[src/rtl/noc_sw_pkg.sv]
//------------------------------------------------------------------------------
// Module   : noc_sw_pkg
// Brief    : Shared defaults and state encoding for the VC switch allocator.
// Revision : 1.0 - initial release
//------------------------------------------------------------------------------
`default_nettype none

package noc_sw_pkg;

  localparam int DEFAULT_DATA_W = 32;
  localparam int DEFAULT_NUM_VC = 4;

  localparam logic [0:0] ST_IDLE   = 1'b0;
  localparam logic [0:0] ST_LOCKED = 1'b1;

endpackage

`default_nettype wire

[src/rtl/vc_rr_arbiter.sv]
//------------------------------------------------------------------------------
// Module   : vc_rr_arbiter
// Brief    : Round-robin search: first requester at or after ptr, modulo N.
// Revision : 1.0 - initial release
//------------------------------------------------------------------------------
`default_nettype none

module vc_rr_arbiter #(
  parameter int N     = 4,
  parameter int IDX_W = 2
) (
  input  logic [N-1:0]     req,
  input  logic [IDX_W-1:0] ptr,
  output logic [N-1:0]     grant,
  output logic [IDX_W-1:0] grant_idx,
  output logic             any
);

  logic             w_found_hi;
  logic [IDX_W-1:0] w_idx_hi;
  logic [IDX_W-1:0] w_idx_lo;

  // Downward scans leave the lowest hit: w_idx_hi among i >= ptr, w_idx_lo overall (wrap case).
  always_comb begin
    w_found_hi = 1'b0;
    w_idx_hi   = '0;
    w_idx_lo   = '0;
    for (int i = N - 1; i >= 0; i--) begin
      if (req[i]) begin
        w_idx_lo = IDX_W'(i);
        if (IDX_W'(i) >= ptr) begin
          w_idx_hi   = IDX_W'(i);
          w_found_hi = 1'b1;
        end
      end
    end
  end

  assign any       = |req;
  assign grant_idx = w_found_hi ? w_idx_hi : w_idx_lo;

  always_comb begin
    grant = '0;
    for (int i = 0; i < N; i++) begin
      grant[i] = any && (grant_idx == IDX_W'(i));
    end
  end

endmodule

`default_nettype wire

[src/rtl/vc_switch_alloc.sv]
//------------------------------------------------------------------------------
// Module   : vc_switch_alloc
// Brief    : Packet-locked round-robin VC-to-output switch allocator with a
//            one-flit registered output stage. Optional packet counter is
//            enabled by defining VC_SWITCH_STATS_EN.
// Revision : 1.0 - initial release
//------------------------------------------------------------------------------
`default_nettype none

module vc_switch_alloc
  import noc_sw_pkg::*;
#(
  parameter int  DATA_W   = DEFAULT_DATA_W,
  parameter int  NUM_VC   = DEFAULT_NUM_VC,
  localparam int VC_IDX_W = (NUM_VC > 1) ? $clog2(NUM_VC) : 1
) (
  input  logic                     clk,
  input  logic                     reset_n,
  input  logic [NUM_VC*DATA_W-1:0] vc_data,
  input  logic [NUM_VC-1:0]        vc_valid,
  input  logic [NUM_VC-1:0]        vc_head,
  input  logic [NUM_VC-1:0]        vc_tail,
  output logic [NUM_VC-1:0]        vc_ready,
  output logic [DATA_W-1:0]        out_data,
  output logic                     out_valid,
  input  logic                     out_ready,
  output logic                     out_head,
  output logic                     out_tail,
  output logic [VC_IDX_W-1:0]      out_vc,
  output logic                     locked
`ifdef VC_SWITCH_STATS_EN
  ,
  output logic [15:0]              pkt_cnt
`endif
);

  logic [0:0]          r_state;
  logic [VC_IDX_W-1:0] r_rr_ptr;
  logic [VC_IDX_W-1:0] r_owner;
  logic                r_out_valid;
  logic [DATA_W-1:0]   r_out_data;
  logic                r_out_head;
  logic                r_out_tail;
  logic [VC_IDX_W-1:0] r_out_vc;

  logic                w_stage_free;
  logic [NUM_VC-1:0]   w_arb_grant;
  logic [VC_IDX_W-1:0] w_arb_idx;
  logic                w_arb_any;
  logic [NUM_VC-1:0]   w_own_oh;
  logic [NUM_VC-1:0]   w_gnt_oh;
  logic [VC_IDX_W-1:0] w_gnt_idx;
  logic                w_xfer;
  logic [DATA_W-1:0]   w_sel_data;
  logic                w_sel_head;
  logic                w_sel_tail;
  logic [VC_IDX_W-1:0] w_ptr_next;

  vc_rr_arbiter #(
    .N     (NUM_VC),
    .IDX_W (VC_IDX_W)
  ) u_arb (
    .req       (vc_valid & vc_head),
    .ptr       (r_rr_ptr),
    .grant     (w_arb_grant),
    .grant_idx (w_arb_idx),
    .any       (w_arb_any)
  );

  assign w_stage_free = !r_out_valid || out_ready;
  assign w_own_oh     = {{(NUM_VC-1){1'b0}}, 1'b1} << r_owner;

  // While locked the owner keeps the output whatever the other VCs present.
  assign w_gnt_oh  = (r_state == ST_LOCKED) ? w_own_oh :
                     (w_arb_any ? w_arb_grant : '0);
  assign w_gnt_idx = (r_state == ST_LOCKED) ? r_owner : w_arb_idx;

  assign vc_ready = w_stage_free ? w_gnt_oh : '0;
  assign w_xfer   = |(vc_valid & vc_ready);

  always_comb begin
    w_sel_data = '0;
    for (int i = 0; i < NUM_VC; i++) begin
      if (w_gnt_oh[i]) begin
        w_sel_data = vc_data[i*DATA_W +: DATA_W];
      end
    end
  end

  assign w_sel_head = |(vc_head & w_gnt_oh);
  assign w_sel_tail = |(vc_tail & w_gnt_oh);
  assign w_ptr_next = (w_gnt_idx == VC_IDX_W'(NUM_VC - 1)) ? '0 : w_gnt_idx + 1'b1;

  always_ff @(posedge clk or negedge reset_n) begin
    if (!reset_n) begin
      r_state     <= ST_IDLE;
      r_rr_ptr    <= '0;
      r_owner     <= '0;
      r_out_valid <= 1'b0;
      r_out_data  <= '0;
      r_out_head  <= 1'b0;
      r_out_tail  <= 1'b0;
      r_out_vc    <= '0;
    end else begin
      if (w_xfer) begin
        r_out_valid <= 1'b1;
        r_out_data  <= w_sel_data;
        r_out_head  <= w_sel_head;
        r_out_tail  <= w_sel_tail;
        r_out_vc    <= w_gnt_idx;
        if (r_state == ST_IDLE) begin
          r_rr_ptr <= w_ptr_next;
          if (!w_sel_tail) begin
            r_state <= ST_LOCKED;
            r_owner <= w_gnt_idx;
          end
        end else if (w_sel_tail) begin
          r_state <= ST_IDLE;
        end
      end else if (out_ready) begin
        r_out_valid <= 1'b0;
      end
    end
  end

  assign out_valid = r_out_valid;
  assign out_data  = r_out_data;
  assign out_head  = r_out_head;
  assign out_tail  = r_out_tail;
  assign out_vc    = r_out_vc;
  assign locked    = (r_state == ST_LOCKED);

`ifdef VC_SWITCH_STATS_EN
  logic [15:0] r_pkt_cnt;

  // Counts packets as their tail leaves the output stage.
  always_ff @(posedge clk or negedge reset_n) begin
    if (!reset_n) begin
      r_pkt_cnt <= '0;
    end else if (r_out_valid && out_ready && r_out_tail) begin
      r_pkt_cnt <= r_pkt_cnt + 16'd1;
    end
  end

  assign pkt_cnt = r_pkt_cnt;
`endif

endmodule

`default_nettype wire

[config.mk]
export PLATFORM = sky130hd
export DESIGN_NAME = vc_switch_alloc
export DESIGN_NICKNAME = d
export VERILOG_FILES = /design/src/rtl/noc_sw_pkg.sv /design/src/rtl/vc_rr_arbiter.sv /design/src/rtl/vc_switch_alloc.sv
export SDC_FILE = /design/constraint.sdc
export NUM_CORES = 1
export LEC_CHECK = 0
export CELL_PAD_IN_SITES_DETAIL_PLACEMENT = 0
export CELL_PAD_IN_SITES_GLOBAL_PLACEMENT = 1
export CORE_MARGIN = 5
export CORE_UTILIZATION = 24
export CTS_CLUSTER_DIAMETER = 200
export DETAILED_ROUTE_END_ITERATION = 8
export GPL_TIMING_DRIVEN = 0
export PLACE_DENSITY_LB_ADDON = 0.1
export RECOVER_POWER = 25
export SLEW_MARGIN = 15
export SYNTH_ARGS = -nofsm -noshare
export SYNTH_HDL_FRONTEND = slang
export SYNTH_SLANG_ARGS = --single-unit
[constraint.sdc]
create_clock -name clk -period 3.4 [get_ports clk]
set_clock_uncertainty 0.05 [all_clocks]
set_input_delay 0.68 -clock clk [delete_from_list [all_inputs] [get_ports clk]]
set_output_delay 0.68 -clock clk [all_outputs]
set_load 0.01 [all_outputs]
---- Yosys cells after proc, flatten, opt, wreduce, memory -nomap -nowiden ----
Index checks and enable logic that the tools add are counted.
W data, S select, Z words.
word-level totals
  output and inout bits ................... 42
  logic and storage cells ................. 71
  register bits ........................... 42
  input port bits ......................... 143
operators by class
  $lt $le $gt $ge ......................... 4
  muxes and demuxes ....................... 33
  reduce and logical (&&, ||, !) cells .... 14
  equality and inequality tests ........... 4
  add/subtract/negate cells ............... 1
  shifts and indexed selects .............. 1
  bitwise logic cells ..................... 6
operator list
  kind                   number
  $mux W32               4
  $mux W2                15
  $and A4 B4 Y4          4
  $reduce_or A4 Y1       4
  $mux W4                3
  $mux W1                11
  $eq A2 B2 Y1 const B   3
  $ge A1 B2 Y1 const A   2
  $ge A2 B2 Y1 const A   2
  $logic_and A1 B1 Y1    4
  $shl A1 B2 Y4 const A  1
  $reduce_and A3 Y1      1
  $add A2 B1 Y2 const B  1
  $eq A2 B1 Y1 const B   1
  $logic_not A2 Y1       1
  $not A1 Y1             2
  $reduce_and A2 Y1      1
  $reduce_bool A2 Y1     1
  $logic_not A1 Y1       1
  $logic_or A1 B1 Y1     1

---- Logic depth before layout (Yosys ltp) ----
Gate-level depths: netlist of run 1.
  depth after elaboration ................. 18
  gate-level depth with buffers ........... 10
  gate-level depth less buffers ........... 8

---- Cells and area by module ----
Synthesis of run 1 repeated with hierarchy kept, for this count alone.
second synthesis, totals
  cells, all modules ...................... 317
  area, all modules ....................... 2926.6 um2
by module, submodules not included
  module           sequential area each (um2)  times used  area each (um2)  cells each
  vc_switch_alloc  1051.0                      1           2696.3           280
  vc_rr_arbiter    0.0                         1           230.2            37

---- Worst setup path after synthesis of run 1 ----
Ideal clock, no wire load.
  path type ............................... in2out
  from .................................... input port vc_head[3]
  to ...................................... output port vc_ready[0]
  path slack .............................. 0.400 ns
  stages .................................. 7
  data required time ...................... 2.670 ns
  data arrival time ....................... 2.270 ns
  path buffers ............................ 2
  cells stage by stage .................... and2_1 buf_2 o2111ai_2 nand2_2 o32ai_4 clkbuf_1 nor2b_1
between the ends
  longest elaborated chain between the ends .. 14
  elaborated cells on any way between the ends .. 26
  classes of those cells .................. mux: 22; bitwise: 1; reduce/logical: 3
ends and longest elaborated chain
  what                                       RTL line               RTL
  start: declaration                         vc_switch_alloc.sv:21  input logic [NUM_VC-1:0] vc_head,
  $and A4 B4 Y4 (*)                          vc_switch_alloc.sv:63  .req (vc_valid & vc_head),
  $mux W2 / $mux W1 (equally long branches)  vc_rr_arbiter.sv:29    if (req[i]) begin
  $mux W2 / $mux W1 (equally long branches)  vc_rr_arbiter.sv:31    if (IDX_W'(i) >= ptr) begin
  $mux W2 / $mux W1 (equally long branches)  vc_rr_arbiter.sv:29
  $mux W2 / $mux W1 (equally long branches)  vc_rr_arbiter.sv:31
  $mux W2 / $mux W1 (equally long branches)  vc_rr_arbiter.sv:29
  $mux W2 / $mux W1 (equally long branches)  vc_rr_arbiter.sv:31
  $mux W2 / $mux W1 (equally long branches)  vc_rr_arbiter.sv:29
  $mux W2                                    vc_rr_arbiter.sv:40    assign grant_idx = w_found_hi ? w_idx_hi : w_idx_lo;
  $logic_not A2 Y1                           vc_rr_arbiter.sv:45    grant[i] = any && (grant_idx == IDX_W'(i));
  $logic_and A1 B1 Y1                        vc_rr_arbiter.sv:45
  $mux W4 (*)                                vc_switch_alloc.sv:75  (w_arb_any ? w_arb_grant : '0);
  $mux W4 (*)                                vc_switch_alloc.sv:74  assign w_gnt_oh = (r_state == ST_LOCKED) ? w_own_oh :
  $mux W4 (*)                                vc_switch_alloc.sv:78  assign vc_ready = w_stage_free ? w_gnt_oh : '0;
  end: declaration                           vc_switch_alloc.sv:23  output logic [NUM_VC-1:0] vc_ready,
Every way passes the cells marked *; elsewhere a longest branch is shown, timed or not.

---- Worst setup path in the final report of run 1 ----
Ends and elaborated chain as after synthesis.

==> flow_metrics.py, run 1 <==
metrics = {
    "timing": {
        "tns_ns": 0,
        "fin_crit_sh_pct": 96.11,
        "rsz0062_at_grt": "yes",
        "relSlewSlack_pct": -4.955,
        "slew_viol_final": 28,
        "fin_ws_ns": 0.1324,
        "worstMarginPinSlew_ns": 1.574,
        "holdWs_ns": 0.4436,
        "setup_viol": 0,
        "fmax_mhz": 306.0,
        "period_minus_slack_ns": 3.268,
        "hold_violations": 0,
    },
    "detailed_routing": {
        "num_vias": 3212,
        "viasPerCell": 4.988,
        "initialDrtViolationCount": 150,
        "ant_nets": 0,
        "drcViolationCount": 0,
        "firstDrtPassIters": 4,
        "post_drt_wl_per_cell_um": 18.57,
        "wl_um": 11960,
    },
    "worst_setup_path": {
        "crit_arrival_ns": 2.54,
        "end_kind": "primary output",
        "cp_max_fo": 6,
        "required_ns": 2.67,
        "crit_path_start_kind": "primary input",
        "crit_type": "in -> out",
    },
    "clocking": {
        "cts_tree": "built",
        "cts_max_path_buffers": 2,
        "clock_latency_ns": 0.28,
        "root_buffer": "clkbuf_8",
        "cts_made_buffers": 5,
        "htree_levels": 2,
        "ctsHoldBuffers": 0,
        "clock_sinks": 42,
        "clkTransAtPathRegs_ns": 0.09,
    },
    "synth": {
        "synth_cell_types": 36,
        "seq_area_frac_synth_pct": 40.25,
        "syn_area_um2": 2611,
        "ys.flop_type": "dfrtp_1",
        "netlist_top_cells_area": "dfrtp_1, a221o_1, a31oi_1, o21ai_0, nand2_1",
        "syn_inst": 301,
        "synth_edf_count": 0,
        "yosysTopAreaCellShare_pct": 40.25,
        "avgSynthCellArea_um2": 8.675,
        "ys_seq_elements": 42,
        "yosysTopAreaCell": "dfrtp_1",
        "synthArstFlopShare_pct": 100.0,
        "syn_nets": 444,
        "ys_warn_count": 0,
    },
    "place": {
        "dp_hpwl_um": 8899,
        "routabilityCongestion": 0.7987,
        "io_buffers": 184,
        "dp.cells": 626,
        "place_ws_ns": -1.006,
        "placed_area_um2": 4643,
    },
    "worst_hold_path": {
        "hold_class": "in -> async",
    },
    "cells_and_area": {
        "stdcell_count": 644,
        "diodes": 0,
        "fin_nets": 646,
        "final_cell_area_um2": 4857,
        "drive_gt1_share_pct": 10.32,
        "post-route-util_pct": 45.20,
        "syn2layout_area_growth_pct": 86.01,
    },
    "die": {
        "core_area_um2": 10750,
        "die_w_um": 114.3,
        "dieArea_um2": 13070,
        "rows": 38,
        "die_h_um": 114.3,
        "io_pins": 185,
        "start_util_pct": 24.30,
    },
    "global_route": {
        "grt_pass1_vias": 3419,
        "grt_overflow": 0,
        "grt_use_total_pct": 17.94,
        "grt_first_pass_wirelength_um": 18690,
        "grt_max_degree": 28,
        "antenna_found_initial": 0,
    },
    "flow_run": {
        "drv_cap": 1,
    },
    "power_and_ir_drop": {
        "p_per_area_nw_per_um2": 838.8,
        "p_leak_nw": 1.857,
        "max-vdd-ir-drop_mv": 0.3414,
        "power_mw": 4.074,
    },
    "outcome": {
        "status": "complete, but fails checks",
        "violations": "capacitance limit, slew limit",
    },
}
==> path summary, 6_finish.rpt <==
kind | startpoint | to | slack [ns] | cells after the start
min in group clk | out_vc[0]$_DFFE_PN0P_ | out_vc[0]$_DFFE_PN0P_ | 0.45 | 2
max in group asynchronous | reset_n | out_valid$_DFFE_PN0P_ | 0.88 | 2
hold reg to reg | out_vc[0]$_DFFE_PN0P_ | out_vc[0]$_DFFE_PN0P_ | 0.45 | 2
hold / removal | reset_n | out_data[21]$_DFFE_PN0P_ | 0.44 | 1
setup / recovery | vc_head[3] | vc_ready[0] | 0.13 | 9
setup reg to reg | locked$_DFFE_PN0P_ | r_owner[0]$_DFFE_PN0P_ | 0.51 | 10
==> synth_stat cells (2+ instances only) <==
cell / instances
dfrtp_1: 42
nand2_1: 42
nor2_1: 38
a31oi_1: 36
o21ai_0: 36
a221o_1: 32
clkbuf_1: 17
buf_2: 9
a21oi_1: 6
a21o_1: 4
nor2b_1: 4
inv_1: 3
nand3b_1: 3
a222oi_1: 2
and2_1: 2
nand3_1: 2
o211ai_1: 2
o31ai_1: 2
o31ai_4: 2
==> cell usage in the layout, fill, tap and decap left out, types with 2 or more instances in the layout <==
cell type / n
a21o_1: 4
a21oi_1: 5
a221o_1: 32
a222oi_1: 2
a31oi_1: 36
buf_2: 5
buf_4: 12
clkbuf_1: 13
clkbuf_2: 5
clkbuf_4: 5
clkbuf_8: 9
clkdlybuf4s50_1: 176
dfrtp_1: 42
dlygate4sd2_1: 2
inv_1: 3
nand2_1: 42
nand3_1: 2
nand3b_1: 3
nor2_1: 38
nor2b_1: 4
o2111ai_2: 2
o211ai_1: 2
o21ai_0: 36
o31ai_1: 2
o31ai_4: 2
==> sequential cells by signal, summed over array words and instances (netlist names) <==
| register | cells |
|---|---|
| out_valid | 1 |
| out_vc | 2 |
| r_rr_ptr | 2 |
| out_tail | 1 |
| out_data | 32 |
| out_head | 1 |
| locked | 1 |
| r_owner | 2 |
==> layer usage <==
layer	vias up	routed length, µm	GRT usage [%]
li1	1552	-	-
met1	1528	5258	23.62
met2	128	5691	30.44
met3	4	979	5.127
met4	0	27	1.663
met5	-	0	0
==> report_power, final <==
part           total (mW)  switching, mW  internal [mW]
registers           0.908          0.141          0.767
logic                2.83           1.46           1.36
clock network       0.337          0.173          0.164
==> worst max-delay path, stage by stage <==
cell and delay [ns]:
clkdlybuf4s50_1 0.45, and2_1 0.17, clkbuf_4 0.16, o2111ai_2 0.20, nand2_2 0.12, o32ai_4 0.30, clkbuf_8 0.19, nor2b_1 0.12
buf_2 0.14
==> cell families after synthesis <==
logic type | Yosys count | synth area share [%]
AO/OA/AOI/OAI | 134 | 38.86
AND/OR/NAND/NOR | 93 | 15.05
flip-flops | 42 | 40.25
buffers and inverters | 30 | 5.031
multiplexers | 2 | 0.8146
==> what timing repair did <==
item                                    in CTS  in global routing
endpoints found under the setup margin      35                 34
buffers inserted                            10                  2
gates resized for setup                     24                 17
pin swaps                                    6                  5
==> cell type report <==
| cell class | instances | area, µm² |
|---|---|---|
| Buffer | 25 | 157.7 |
| Clock buffer | 7 | 86.33 |
| Clock inverter | 1 | 5.005 |
| Fill cell | 1136 | 5888 |
| Inverter | 3 | 11.26 |
| Multi-Input combinational cell | 229 | 1461 |
| Sequential cell | 42 | 1051 |
| Tap cell | 140 | 175.2 |
| Timing Repair Buffer | 197 | 1909 |
Power figures use the tool's default switching activity.
==> run 2: changes to the inputs <==
--- a/config.mk
+++ b/config.mk
@@ -5,16 +5,16 @@
 export SDC_FILE = /design/constraint.sdc
 export NUM_CORES = 1
 export LEC_CHECK = 0
+export CAP_MARGIN = 20
 export CELL_PAD_IN_SITES_DETAIL_PLACEMENT = 0
 export CELL_PAD_IN_SITES_GLOBAL_PLACEMENT = 1
-export CORE_MARGIN = 5
 export CORE_UTILIZATION = 24
 export CTS_CLUSTER_DIAMETER = 200
 export DETAILED_ROUTE_END_ITERATION = 8
 export GPL_TIMING_DRIVEN = 0
 export PLACE_DENSITY_LB_ADDON = 0.1
 export RECOVER_POWER = 25
-export SLEW_MARGIN = 15
+export SLEW_MARGIN = 30
 export SYNTH_ARGS = -nofsm -noshare
 export SYNTH_HDL_FRONTEND = slang
 export SYNTH_SLANG_ARGS = --single-unit
==> flow_metrics.py, run 2 (synthesis gave the netlist of run 1 again) <==
metrics = {
    "outcome": {
        "status": "complete, but fails checks",
        "violations": "capacitance limit, slew limit",
    },
    "cells_and_area": {
        "diodes": 0,
        "fin_nets": 643,
        "filler_cell_count": 1055,
        "final_common_cell": "clkdlybuf4s50_1",
        "drive_gt1_share_pct": 10.18,
        "stdcell_count": 637,
        "syn2layout_area_growth_pct": 87.78,
        "largest_register_ffs": 32,
        "post-route-util_pct": 47.08,
        "final_cell_mix": "clkdlybuf4s50_1, dfrtp_1, nand2_1, nor2_1, o21ai_0",
    },
    "power_and_ir_drop": {
        "p_seq_share_pct": 22.1,
        "p_leak_nw": 1.857,
        "power_switching_mw": 1.772,
        "p_per_area_nw_per_um2": 836.9,
        "max-vdd-ir-drop_mv": 0.3519,
        "power_mw": 4.104,
        "clkPwrFrac_pct": 9.7,
        "pwr-share-comb_pct": 68.1,
        "swShare_pct": 43.18,
        "cell_internal_pwr_mw": 2.332,
    },
    "global_route": {
        "grt_max_degree": 43,
        "grt_overflow": 0,
        "grt_pass1_vias": 3313,
        "grt_first_pass_wirelength_um": 17720,
        "antenna_found_initial": 0,
        "grt_use_total_pct": 20.16,
    },
    "timing": {
        "rsz0062_at_grt": "no",
        "period_minus_slack_ns": 3.321,
        "fin_ws_ns": 0.07937,
        "fmax_mhz": 301.1,
        "fin_crit_sh_pct": 97.67,
        "relSlewSlack_pct": -60.65,
        "slew_viol_final": 43,
        "worstMarginPinSlew_ns": 2.410,
        "setup_viol": 0,
        "holdWs_ns": 0.4418,
        "hold_violations": 0,
    },
    "clocking": {
        "root_buffer": "clkbuf_8",
        "clkTransAtPathRegs_ns": 0.08,
        "cts_tree": "built",
        "ctsHoldBuffers": 0,
        "cts_max_path_buffers": 2,
        "clock_sinks": 42,
        "clock_latency_ns": 0.29,
        "cts_made_buffers": 5,
        "htree_levels": 2,
    },
    "place": {
        "routabilityCongestion": 0.8012,
        "dp_hpwl_um": 8174,
        "io_buffers": 184,
        "place_ws_ns": -0.9824,
        "dp.cells": 621,
    },
    "detailed_routing": {
        "firstDrtPassIters": 4,
        "viasPerCell": 4.983,
        "initialDrtViolationCount": 134,
        "ant_nets": 0,
        "drcViolationCount": 0,
        "post_drt_wl_per_cell_um": 17.55,
        "wl_um": 11180,
        "num_vias": 3174,
    },
    "worst_hold_path": {
        "hold_class": "reg -> reg",
        "hold_end": "out_vc[0]$_DFFE_PN0P_",
        "hold-path-cell-count": 2,
        "min_from": "out_vc[0]$_DFFE_PN0P_",
    },
    "worst_setup_path": {
        "end_kind": "primary output",
        "worst-r2r-cell-count": 10,
        "crit_type": "in -> out",
        "crit_arrival_ns": 2.59,
        "crit_path_start_kind": "primary input",
        "required_ns": 2.67,
        "cp_max_fo": 6,
        "r2r-end": "r_owner[0]$_DFFE_PN0P_",
        "slowest_delay_ns": 0.50,
        "crit_slowest_cell": "clkdlybuf4s50_1",
        "ff2ff_setup_slack_ns": 0.50,
        "r2r-start": "locked$_DFFE_PN0P_",
        "cp_cell_sequence": "clkdlybuf4s50_1 > and2_1 > buf_6 > o211ai_1 > a21o_1 > o22ai_4 > buf_8 > nor2b_1 > dlygate4sd2_1",
    },
    "die": {
        "io_pins": 185,
        "start_util_pct": 25.07,
        "core_area_um2": 10420,
        "rows": 37,
        "die_w_um": 106.3,
        "dieArea_um2": 11300,
        "die_h_um": 106.3,
    },
    "flow_run": {
        "drv_cap": 1,
    },
}
[run 2: through the flow]
| stage | TNS (ns) | cell area (µm²) |
|---|---|---|
| floorplan | 0 | 2611 |
| global placement | -18.92 | 4623 |
| detailed placement | -18.99 | 4621 |
| CTS | 0 | 4858 |
| global route | 0 | 4903 |
| finish | 0 | 4903 |
[run 2: metal layers]
layer,track usage (%),vias to the layer above,wire [µm]
met5,0,-,0
met4,3.571,0,57
met3,5.089,5,925
met1,25.84,1494,4857
li1,-,1549,-
met2,34.37,126,5339
[run 2: worst max path at each step]
stage           startpoint     endpoint  slack (ns)
2_1_floorplan   vc_head[3]  vc_ready[0]        0.40
3_3_place_gp   vc_valid[1]  vc_ready[0]       -1.02
3_5_place_dp   vc_valid[1]  vc_ready[0]       -0.98
4_1_cts        vc_valid[3]  vc_ready[3]       0.006
5_1_grt         vc_head[3]  vc_ready[0]       0.005
6_report       vc_valid[3]  vc_ready[1]        0.08
[run 2: what timing repair did]
item / CTS / global route
gates resized for setup: 28 / 12
pin swaps: 6 / 2
setup buffers: 8 / 1
endpoints found under the setup margin: 35 / 34
[run 2: power groups by stage]
stage          clock, mW  sequential [mW]  combinational, mW
2_1_floorplan          0             1.01               1.41
3_3_place_gp           0            0.911               2.66
4_1_cts            0.411            0.912               2.81
6_report           0.399            0.909               2.80
3_5_place_dp           0            0.921               2.67
5_1_grt            0.429            0.945               3.09
[run 2: final cells by class]
cell class                      count  area, µm²  share of cell area, %
Buffer                             26      156.4                  3.190
Clock buffer                        5      68.82                  1.403
Clock inverter                      3      40.04                 0.8165
Inverter                            3      11.26                 0.2297
Multi-Input combinational cell    229       1510                  30.80
Sequential cell                    42       1051                  21.43
Tap cell                          136      170.2                  3.470
Timing Repair Buffer              193       1896                  38.66
[run 2: critical path: cells and delay by family]
kind	cells	cell delay, ns
AOI/OAI and AO/OA	3	0.59
buffers and inverters	4	1.05
and+or+nand+nor	2	0.26
